**src/rtl/switch_input_capture.sv**
```systemverilog
// Push-button/slide-switch front end: synchronize, debounce accept, capture the switch word per press.
// Optional auto-repeat while held: define SWITCH_INPUT_CAPTURE_AUTO_REPEAT_EN.
//
// state     | meaning
// RELEASED  | debounced button is up, waiting for a press
// PRESSED   | debounced button is down, first capture done
// REPEATING | held past the repeat delay, capturing every repeat period
module switch_input_capture #(
  parameter int DEBOUNCE_CYCLES = 1000000,
  parameter int REPEAT_DELAY    = 50000000,
  parameter int REPEAT_PERIOD   = 10000000
) (
  input  logic        clock,
  input  logic        reset,
  input  logic        accept,
  input  logic [15:0] switch,
  input  logic        consume,
  output logic [15:0] data,
  output logic        valid,
  output logic        accept_pulse,
  output logic        overrun
);

  localparam int CW = (DEBOUNCE_CYCLES > 2) ? $clog2(DEBOUNCE_CYCLES) : 1;
  localparam logic [CW-1:0] CNT_LAST = CW'(DEBOUNCE_CYCLES - 1);

  typedef enum logic [1:0] {RELEASED, PRESSED, REPEATING} state_t;

  logic        acc_meta_q, acc_sync_q;
  logic [15:0] sw_meta_q, sw_sync_q;
  logic        db_q;
  logic [CW-1:0] db_cnt_q;
  state_t      state_q;
  logic [15:0] data_q;
  logic        valid_q, pulse_q, ovr_q;

  logic mismatch_d, db_flip_d, db_rise_d, db_fall_d, rpt_hit_d, capture_d;

  always_ff @(posedge clock or negedge reset) begin
    if (!reset) begin
      acc_meta_q <= 1'b0;
      acc_sync_q <= 1'b0;
      sw_meta_q  <= '0;
      sw_sync_q  <= '0;
      db_q       <= 1'b0;
      db_cnt_q   <= '0;
    end else begin
      acc_meta_q <= accept;
      acc_sync_q <= acc_meta_q;
      sw_meta_q  <= switch;
      sw_sync_q  <= sw_meta_q;
      if (!mismatch_d || db_flip_d) begin
        db_cnt_q <= '0;
      end else begin
        db_cnt_q <= db_cnt_q + 1'b1;
      end
      if (db_flip_d) db_q <= acc_sync_q;
    end
  end

  assign mismatch_d = (acc_sync_q != db_q);
  assign db_flip_d  = mismatch_d && (db_cnt_q == CNT_LAST);
  assign db_rise_d  = db_flip_d && acc_sync_q;
  assign db_fall_d  = db_flip_d && !acc_sync_q;

`ifdef SWITCH_INPUT_CAPTURE_AUTO_REPEAT_EN
  localparam int RMAX = (REPEAT_DELAY > REPEAT_PERIOD) ? REPEAT_DELAY : REPEAT_PERIOD;
  localparam int RW   = (RMAX > 2) ? $clog2(RMAX) : 1;
  localparam logic [RW-1:0] DELAY_LAST  = RW'(REPEAT_DELAY - 1);
  localparam logic [RW-1:0] PERIOD_LAST = RW'(REPEAT_PERIOD - 1);

  logic [RW-1:0] rpt_q;

  assign rpt_hit_d = ((state_q == PRESSED) && (rpt_q == DELAY_LAST)) ||
                     ((state_q == REPEATING) && (rpt_q == PERIOD_LAST));

  // Counter restarts on every repeat capture so REPEATING spaces captures by REPEAT_PERIOD.
  always_ff @(posedge clock or negedge reset) begin
    if (!reset) begin
      rpt_q <= '0;
    end else if ((state_q == RELEASED) || db_fall_d || rpt_hit_d) begin
      rpt_q <= '0;
    end else begin
      rpt_q <= rpt_q + 1'b1;
    end
  end
`else
  assign rpt_hit_d = 1'b0;
`endif

  assign capture_d = db_rise_d || (rpt_hit_d && !db_fall_d);

  always_ff @(posedge clock or negedge reset) begin
    if (!reset) begin
      state_q <= RELEASED;
      data_q  <= '0;
      valid_q <= 1'b0;
      pulse_q <= 1'b0;
      ovr_q   <= 1'b0;
    end else begin
      pulse_q <= capture_d;
      if (capture_d) begin
        data_q  <= sw_sync_q;
        valid_q <= 1'b1;
        if (valid_q && !consume) ovr_q <= 1'b1;
      end else if (consume && valid_q) begin
        valid_q <= 1'b0;
      end
      case (state_q)
        RELEASED:  if (db_rise_d) state_q <= PRESSED;
        PRESSED: begin
          if (db_fall_d)      state_q <= RELEASED;
          else if (rpt_hit_d) state_q <= REPEATING;
        end
        REPEATING: if (db_fall_d) state_q <= RELEASED;
        default:   state_q <= RELEASED;
      endcase
    end
  end

  assign data         = data_q;
  assign valid        = valid_q;
  assign accept_pulse = pulse_q;
  assign overrun      = ovr_q;

endmodule
```
**config.mk**
```make
export PLATFORM = sky130hd
export DESIGN_NAME = switch_input_capture
export DESIGN_NICKNAME = d
export VERILOG_FILES = /design/src/rtl/switch_input_capture.sv
export SDC_FILE = /design/constraint.sdc
export NUM_CORES = 1
export LEC_CHECK = 0
export BUFFER_PORTS_ARGS = -buffer_cell sky130_fd_sc_hd__buf_2
export CORE_MARGIN = 2
export CORE_UTILIZATION = 40
export DETAILED_ROUTE_END_ITERATION = 8
export GPL_ROUTABILITY_DRIVEN = 0
export SYNTH_ARGS = -nofsm -noshare
export SYNTH_HDL_FRONTEND = slang
export SYNTH_SLANG_ARGS = --single-unit
```
**constraint.sdc**
```tcl
create_clock -name clock -period 2.18 [get_ports clock]
set_input_delay 0.327 -clock clock [delete_from_list [all_inputs] [get_ports clock]]
set_output_delay 0.327 -clock clock [all_outputs]
set_load 0.01 [all_outputs]
```
==> impl_metrics.csv, run 1 <==
group,metric,value,unit
status,status,"completed",
sta,tightest_slew,0.377,ns
sta,max_freq,492,MHz
die,die_w,85.6,um
cts,clockBufferDepth,2,
worst_hold_path,min_path_type,"input port to async pin",
sta,slew_headroom,0.749,
sta,fin_ws,0.147,ns
sta,hold_viol,0,
grt,grt_antenna_before_repair,0,
die,core,6390,sq um
power,powerDensity,762,nW/um^2
grt,grt_pass1_wl,6790,um
die,die_area,7340,sq um
layout,area_delta_synth_final,20.3,%
logic_synthesis,synth_ff_type,"dfrtp_1",
cts,postCtsHoldBufs,0,
sta,fin_setup_tns,0,ns
die,die-height,85.6,um
logic_synthesis,synth_edf_count,0,
layout,antenna_cells,0,
worst_setup_path,critPathArrivalTime,2.30,ns
logic_synthesis,synth_nets,206,
placement,hpwl,2620,um
logic_synthesis,synth_seq_area_share,0.695,
logic_synthesis,synthCells,185,
worst_setup_path,cp_max_fo,7,
die,rows,29,
drt,ant_nets,0,
flow_run,maxCapViolCount,0,
power,power.leakage,1.56,nW
sta,min_period,2.03,ns
die,num_io_pins,39,
placement,post-place-ws,0.0607,ns
sta,rsz0062_at_grt,"no",
die,start_util,0.418,
worst_setup_path,critPathKind,"flop to flop",
logic_synthesis,async_flop_share,1.00,
drt,num_vias,1527,
sta,finalSetupViolations,0,
layout,nets,259,
drt,firstDrtPassIters,4,
cts,post_cts_buffers,0,
drt,drc,0,
placement,placed_cells,303,
worst_setup_path,cpLargestDelayFamily,"simple AND/OR/NAND/NOR gates",
drt,wirelength,4050,um
worst_setup_path,end_kind,"flop",
cts,cts_made_buffers,9,
cts,post_cts_resized,0,
power,power_frac_clock,0.389,
power,power_frac_seq,0.582,
power,internal-power,0.00191,W
drt,drt_iter0_markers,71,
cts,htreeDepth,3,
power,peakVddDrop,0.419,mV
sta,fin_worst_skew,0.00634,ns
cts,cts_tree,"done",
cts,clock_latency,0.33,ns
worst_setup_path,path_buf_inv,1,
sta,timing.final.max_slew_violations,0,
cts,cts_root_buf,"clkbuf_8",
logic_synthesis,synth_area_per_cell,14.4,sq um
cts,cts.clk_slew.worst_paths,0.07,ns
logic_synthesis,ys_ff_latch,74,
layout,final_cells,320,
cts,clock-sinks,74,
worst_setup_path,critPathMaxStageDelay,0.66,ns
worst_setup_path,start_kind,"flop",
power,sw_frac_of_total,0.219,
logic_synthesis,yosysWarnings,0,
power,p_comb_frac,0.028,
grt,grt_max_degree,75,
grt,grt_use_total,0.122,
logic_synthesis,netlist_area,2670,sq um
logic_synthesis,yosysUniqueCellTypes,34,
worst_setup_path,crit_path_cell_trace,"ha_1, inv_1, or4_1, or4_4, a21oi_2",
power,switchingPower,0.000534,W
worst_setup_path,critPathRequiredTime,2.45,ns
layout,fin_util,0.502,
sta,period_share,0.932,
drt,avgViaCountPerCell,4.77,
drt,wl_per_cell,12.6,um
layout,layout-drive-gt1-share,0.354,
grt,grt-ovfl-total,0,
placement,port_buffers,38,
grt,grt_pass1_vias,1442,
worst_setup_path,crit_slowest_cell,"or4_1",
## flip-flops by register name (all words and copies together) (netlist names)
register      cells
acc_sync_q        1
data             16
sw_meta_q        16
accept_pulse      1
overrun           1
db_cnt_q         20
acc_meta_q        1
valid             1
sw_sync_q        16
db_q              1
## cell type report
type / count / area (sq um)
fillers: 574 / 3180
flip-flops and latches: 74 / 1850
well taps: 77 / 96.3
inverters: 5 / 18.8
repair buffers: 46 / 288
clock inverters: 4 / 26.3
clock buffers: 12 / 155
multi-input cells: 102 / 771
## power by group through the flow
stage               sequential [W]  clock, W  combinational, W
finish                     0.00142  0.000951         0.0000695
global route               0.00143   0.00105         0.0000797
CTS                        0.00142  0.000988         0.0000732
detailed placement         0.00145         0         0.0000726
global placement           0.00145         0         0.0000728
floorplan                  0.00145         0         0.0000165
## layer usage
metal	global-route usage	routed length, um	up-vias
met5	0	0	-
met4	0.0779	95	0
met3	0.0318	195	8
met2	0.162	1690	36
met1	0.178	2070	741
li1	-	-	742
## path summary, 6_finish.rpt
kind,startpoint,endpoint,slack (ns),depth (start not counted)
worst min register to register,acc_meta_q,acc_sync_q,0.35,0
min in group clock,switch[1],sw_meta_q[1],0.09,1
max in group asynchronous,reset,db_cnt_q[16],1.87,2
worst max register to register,db_cnt_q[0],db_cnt_q[18],0.15,5
worst max-delay path,db_cnt_q[0],db_cnt_q[18],0.15,5
worst min-delay path,reset,data[15],0.02,2
## Yosys cell counts, types with 2 or more instances
master / n / area share
dfrtp_1: 74 / 0.69
nor2_1: 15 / 0.021
mux2_2: 9 / 0.038
mux2_4: 8 / 0.045
or3_1: 8 / 0.019
nand2_1: 7 / 0.0099
nand3_1: 7 / 0.013
a21oi_1: 6 / 0.011
o21ai_0: 6 / 0.011
xnor2_1: 6 / 0.020
inv_1: 5 / 0.0070
xor2_1: 5 / 0.016
nand4_1: 3 / 0.0070
nor2b_1: 2 / 0.0047
nor4_1: 2 / 0.0047
or2_2: 2 / 0.0047
or4_1: 2 / 0.0056
or4_4: 2 / 0.0084
## per-stage QoR
stage	total power, W	hold slack (ns)	cell area, sq um
3_5_place_dp	0.00152	0.335	3010
3_3_place_gp	0.00152	0.333	3010
5_1_grt	0.00255	0.0461	3210
2_1_floorplan	0.00146	0.0314	2670
4_1_cts	0.00248	0.0219	3190
6_report	0.00244	0.0193	3210
## cells in the final DEF, fill, tap and decap left out, types with 6 or more instances in the layout
master / Yosys / final
clkbuf_8: 0 / 11
nor2_1: 15 / 15
nand3_1: 7 / 7
mux2_4: 8 / 8
o21ai_0: 6 / 6
a21oi_1: 6 / 6
mux2_2: 9 / 9
or3_1: 8 / 8
dfrtp_1: 74 / 74
nand2_1: 7 / 7
buf_2: 1 / 38
xnor2_1: 6 / 6
## kinds of logic after synthesis
kind of cell / share of synthesized area
multiplexers: 0.0831
XOR/XNOR: 0.0361
flip-flops: 0.695
AND/OR/NAND/NOR: 0.130
adder cells (fa/ha/maj): 0.00469
AO/OA/AOI/OAI: 0.0347
buffers and inverters: 0.0164
No activity file was read; power rests on OpenSTA's default activity.
==> run 2: changes to the inputs <==
==> constraint.sdc (replaced) <==
create_clock -name clock -period 2.18 [get_ports clock]
set_input_delay 0 -clock clock [delete_from_list [all_inputs] [get_ports clock]]
set_output_delay 0 -clock clock [all_outputs]
set_load 0.01 [all_outputs]
==> impl_metrics.csv, run 2 (synthesized netlist as in run 1, its figures left out) <==
group,metric,value,unit
worst_setup_path,critPathArrivalTime,2.30,ns
worst_setup_path,critPathKind,"flop to flop",
cts,htreeDepth,3,
drt,num_vias,1578,
die,start_util,0.418,
layout,largest_reg_flops,20,
layout,layout_common_cells,"dfrtp_1 (74), buf_2 (38), dlygate4sd3_1 (19)",
power,power.leakage,1.63,nW
power,power,0.00243,W
drt,ant_nets,0,
die,core,6390,sq um
sta,period_share,0.932,
cts,clockBufferDepth,2,
placement,port_buffers,38,
drt,avgViaCountPerCell,4.64,
die,die_area,7340,sq um
sta,fin_ws,0.149,ns
drt,drt_iter0_markers,23,
grt,grt-ovfl-total,0,
layout,antenna_cells,0,
layout,nFillCells,564,
placement,hpwl,2810,um
sta,max_freq,492,MHz
layout,top_register,"db_cnt_q",
sta,min_period,2.03,ns
cts,cts_tree,"done",
layout,layout_commonest_cell,"dfrtp_1",
worst_hold_path,min_path_type,"input port to async pin",
worst_setup_path,rrSetupSlack,0.15,ns
sta,slew_headroom,0.699,
power,powerDensity,718,nW/um^2
die,num_io_pins,39,
sta,hold_viol,0,
worst_setup_path,critPathRequiredTime,2.45,ns
sta,fin_worst_skew,0.00632,ns
sta,timing.final.max_slew_violations,0,
drt,firstDrtPassIters,4,
worst_setup_path,end_kind,"flop",
layout,layout-drive-gt1-share,0.331,
worst_setup_path,rr_worst_depth,5,
cts,clock_latency,0.33,ns
sta,rsz0062_at_grt,"no",
grt,grt_pass1_vias,1567,
cts,cts_made_buffers,9,
die,rows,29,
grt,grt_use_total,0.132,
status,status,"completed",
sta,tightest_slew,0.451,ns
worst_setup_path,cp_max_fo,7,
grt,grt_max_degree,57,
placement,post-place-ws,0.0563,ns
die,die_w,85.6,um
die,die-height,85.6,um
sta,fin_setup_tns,0,ns
layout,nets,279,
power,peakVddDrop,0.444,mV
flow_run,maxCapViolCount,0,
cts,cts.clk_slew.worst_paths,0.08,ns
cts,cts_root_buf,"clkbuf_8",
cts,clock-sinks,74,
sta,finalSetupViolations,0,
drt,drc,0,
grt,grt_pass1_wl,7420,um
worst_setup_path,start_kind,"flop",
drt,wirelength,4310,um
drt,wl_per_cell,12.7,um
layout,area_delta_synth_final,26.8,%
grt,grt_antenna_before_repair,0,
## run 2: changes by cell type in the layout (fill, tap and decap cells not counted)
cell,delta
dlygate4sd3_1,+19
buf_4,+2
clkbuf_8,-2
inv_6,+1
clkinvlp_4,+1
buf_12,-1
## run 2: cell type report
class,instances,area (sq um),share of cell area
clock buffer,10,128,0.0377
tap,77,96.3,0.0285
inverter,5,18.8,0.00555
timing repair buffer,66,473,0.140
multi-input combinational,102,771,0.228
sequential,74,1850,0.548
clock inverter,6,42.5,0.0126
## run 2: through the flow
stage          utilization  hold slack (ns)  area [sq um]  instances
2_1_floorplan            -           -0.296          2670        185
3_3_place_gp         0.470          -0.0381          3000        304
3_5_place_dp         0.470          -0.0305          3000        304
4_1_cts              0.526            0.132          3360        339
5_1_grt              0.529            0.162          3380        340
6_report             0.529            0.142          3380        340
## run 2: path summary, 6_finish.rpt
check                             start           end
setup / recovery            db_cnt_q[0]  db_cnt_q[18]
hold / removal                    reset      data[15]
setup reg to reg            db_cnt_q[0]  db_cnt_q[18]
hold reg to reg            sw_meta_q[0]  sw_sync_q[0]
max in group asynchronous         reset    acc_sync_q
min in group clock            switch[1]  sw_meta_q[1]
## run 2: what timing repair did
action                                  4_1_cts  5_1_grt
hold buffers                                 19        0
hold endpoints to repair                     37        0
buffers inserted                              0        1
resized for setup                             0        0
endpoints found under the setup margin        0        8
## run 2: report_power, final
part / internal, W / leakage (nW) / switching [W]
registers: 0.00141 / 0.953 / 0.0000142
logic: 0.0000470 / 0.591 / 0.0000479
clock network: 0.000415 / 0.0827 / 0.000495
total: 0.00187 / 1.63 / 0.000557
## run 2: worst max-delay path, cell delays in order, from the launching register on
cell and delay (ns):
dfrtp_1 0.41, ha_1 0.19, inv_1 0.05, or4_1 0.65, or4_4 0.53, a21oi_2 0.13
## run 2: layer usage
| layer | track usage | wire length [um] | vias up |
|---|---|---|---|
| met5 | 0 | 0 | - |
| met4 | 0.0606 | 55 | 0 |
| met3 | 0.0375 | 178 | 6 |
| met2 | 0.185 | 1900 | 34 |
| met1 | 0.190 | 2180 | 760 |
| li1 | - | - | 778 |
==> run 3: changes to the inputs <==
--- a/config.mk
+++ b/config.mk
@@ -5,10 +5,10 @@
 export SDC_FILE = /design/constraint.sdc
 export NUM_CORES = 1
 export LEC_CHECK = 0
-export BUFFER_PORTS_ARGS = -buffer_cell sky130_fd_sc_hd__buf_2
 export CORE_MARGIN = 2
 export CORE_UTILIZATION = 40
 export DETAILED_ROUTE_END_ITERATION = 8
+export DONT_BUFFER_PORTS = 1
 export GPL_ROUTABILITY_DRIVEN = 0
 export SYNTH_ARGS = -nofsm -noshare
 export SYNTH_HDL_FRONTEND = slang
==> impl_metrics.csv, run 3 (synthesized netlist as in run 1, its figures left out) <==
group,metric,value,unit
cts,cts_root_buf,"clkbuf_8",
worst_setup_path,end_kind,"flop",
sta,worst_hold_slack,0.208,ns
power,power_frac_seq,0.582,
flow_run,maxCapViolCount,0,
layout,layout_common_cells,"dfrtp_1 (74), dlygate4sd3_1 (19), nor2_1 (15)",
die,die_w,85.6,um
worst_hold_path,min_path_type,"input port to async pin",
grt,grt-ovfl-total,0,
die,rows,29,
layout,layout_commonest_cell,"dfrtp_1",
sta,fin_worst_skew,0.00678,ns
cts,clock_latency,0.34,ns
power,powerDensity,761,nW/um^2
layout,area_delta_synth_final,20.4,%
drt,avgViaCountPerCell,4.87,
worst_setup_path,critPathMaxStageDelay,0.65,ns
drt,wl_per_cell,13.5,um
die,num_io_pins,39,
placement,port_buffers,0,
drt,firstDrtPassIters,4,
grt,grt_max_degree,75,
worst_setup_path,rrSetupSlack,0.15,ns
grt,grt_pass1_wl,6870,um
drt,ant_nets,0,
worst_setup_path,path_buf_inv,1,
worst_setup_path,critPathRequiredTime,2.45,ns
power,peakVddDrop,0.594,mV
sta,timing.final.max_slew_violations,0,
drt,num_vias,1467,
layout,top_register,"db_cnt_q",
power,switchingPower,0.000551,W
sta,slew_headroom,0.768,
sta,min_period,2.03,ns
worst_setup_path,cp_max_fo,7,
worst_setup_path,rr_startpoint,"db_cnt_q[0]",
sta,rsz0062_at_grt,"no",
cts,post_cts_resized,0,
worst_setup_path,critPathArrivalTime,2.30,ns
power,power.leakage,1.46,nW
worst_setup_path,cpLargestDelayFamily,"simple AND/OR/NAND/NOR gates",
power,internal-power,0.00189,W
layout,nets,240,
layout,layout-drive-gt1-share,0.219,
power,p_comb_frac,0.034,
cts,clock-sinks,74,
grt,grt_pass1_vias,1463,
worst_setup_path,crit_path_cell_trace,"ha_1, inv_1, or4_1, or4_4, a21oi_2",
layout,largest_reg_flops,20,
worst_setup_path,cp.depth,5,
sta,period_share,0.931,
worst_setup_path,start_kind,"flop",
worst_setup_path,r2r-end,"db_cnt_q[18]",
grt,grt_use_total,0.125,
die,start_util,0.418,
sta,tightest_slew,0.348,ns
sta,max_freq,493,MHz
cts,cts_made_buffers,9,
power,sw_frac_of_total,0.226,
placement,hpwl,2490,um
worst_setup_path,critPathKind,"flop to flop",
layout,antenna_cells,0,
layout,nFillCells,557,
die,die_area,7340,sq um
placement,post-place-ws,0.0625,ns
die,core,6390,sq um
status,status,"completed",
power,power_frac_clock,0.384,
layout,fin_util,0.503,
cts,clockBufferDepth,2,
sta,fin_setup_tns,0,ns
drt,wirelength,4070,um
cts,cts.clk_slew.worst_paths,0.08,ns
sta,fin_ws,0.151,ns
die,die-height,85.6,um
sta,finalSetupViolations,0,
sta,hold_viol,0,
drt,drt_iter0_markers,44,
worst_setup_path,rr_worst_depth,5,
cts,cts_tree,"done",
grt,grt_antenna_before_repair,0,
cts,htreeDepth,3,
worst_setup_path,crit_slowest_cell,"or4_1",
drt,drc,0,
-- run 3: final cells by class --
| type | instances | area, sq um | share of cell area |
|---|---|---|---|
| Clock inverter | 6 | 40.0 | 0.0125 |
| Inverter | 5 | 18.8 | 0.00585 |
| Timing Repair Buffer | 27 | 295 | 0.0920 |
| Sequential cell | 74 | 1850 | 0.577 |
| Multi-Input combinational cell | 102 | 771 | 0.240 |
| Clock buffer | 10 | 138 | 0.0429 |
| Tap cell | 77 | 96.3 | 0.0300 |
-- run 3: power by group through the flow --
stage	Clock (W)	Sequential [W]	Combinational (W)
after floorplan	0	0.00145	0.0000165
after global placement	0	0.00145	0.0000250
after detailed placement	0	0.00145	0.0000251
after CTS	0.000974	0.00142	0.0000864
after global routing	0.00103	0.00143	0.0000948
final	0.000938	0.00142	0.0000829
-- run 3: metrics by stage --
step	instances	instance area (sq um)	power, W
detailed placement	264	2800	0.00148
floorplan	185	2670	0.00146
finish	301	3210	0.00244
global placement	264	2800	0.00147
CTS	300	3190	0.00248
global route	301	3210	0.00255
-- run 3: worst max path at each step --
stage | slack (ns) | to | from
after floorplan | 0.09 | data[10] | db_cnt_q[13]
after global placement | 0.1 | data[7] | db_cnt_q[12]
after detailed placement | 0.06 | data[12] | db_cnt_q[12]
after CTS | 0.06 | data[12] | db_cnt_q[12]
after global routing | 0.004 | db_cnt_q[18] | db_cnt_q[0]
final | 0.15 | db_cnt_q[18] | db_cnt_q[0]
-- run 3: routing by layer --
layer  track usage  part of all wire  vias up
met5             0                 0        -
met4        0.0649             0.016        0
met3        0.0626             0.062        6
met2         0.183              0.45       41
met1         0.153              0.47      717
li1              -                 -      703
-- run 3: timing repair --
| item | 4_1_cts | 5_1_grt |
|---|---|---|
| buffers inserted | 0 | 1 |
| hold buffers | 20 | 0 |
| endpoints found under the setup margin | 0 | 1 |
| hold endpoints to repair | 93 | 0 |
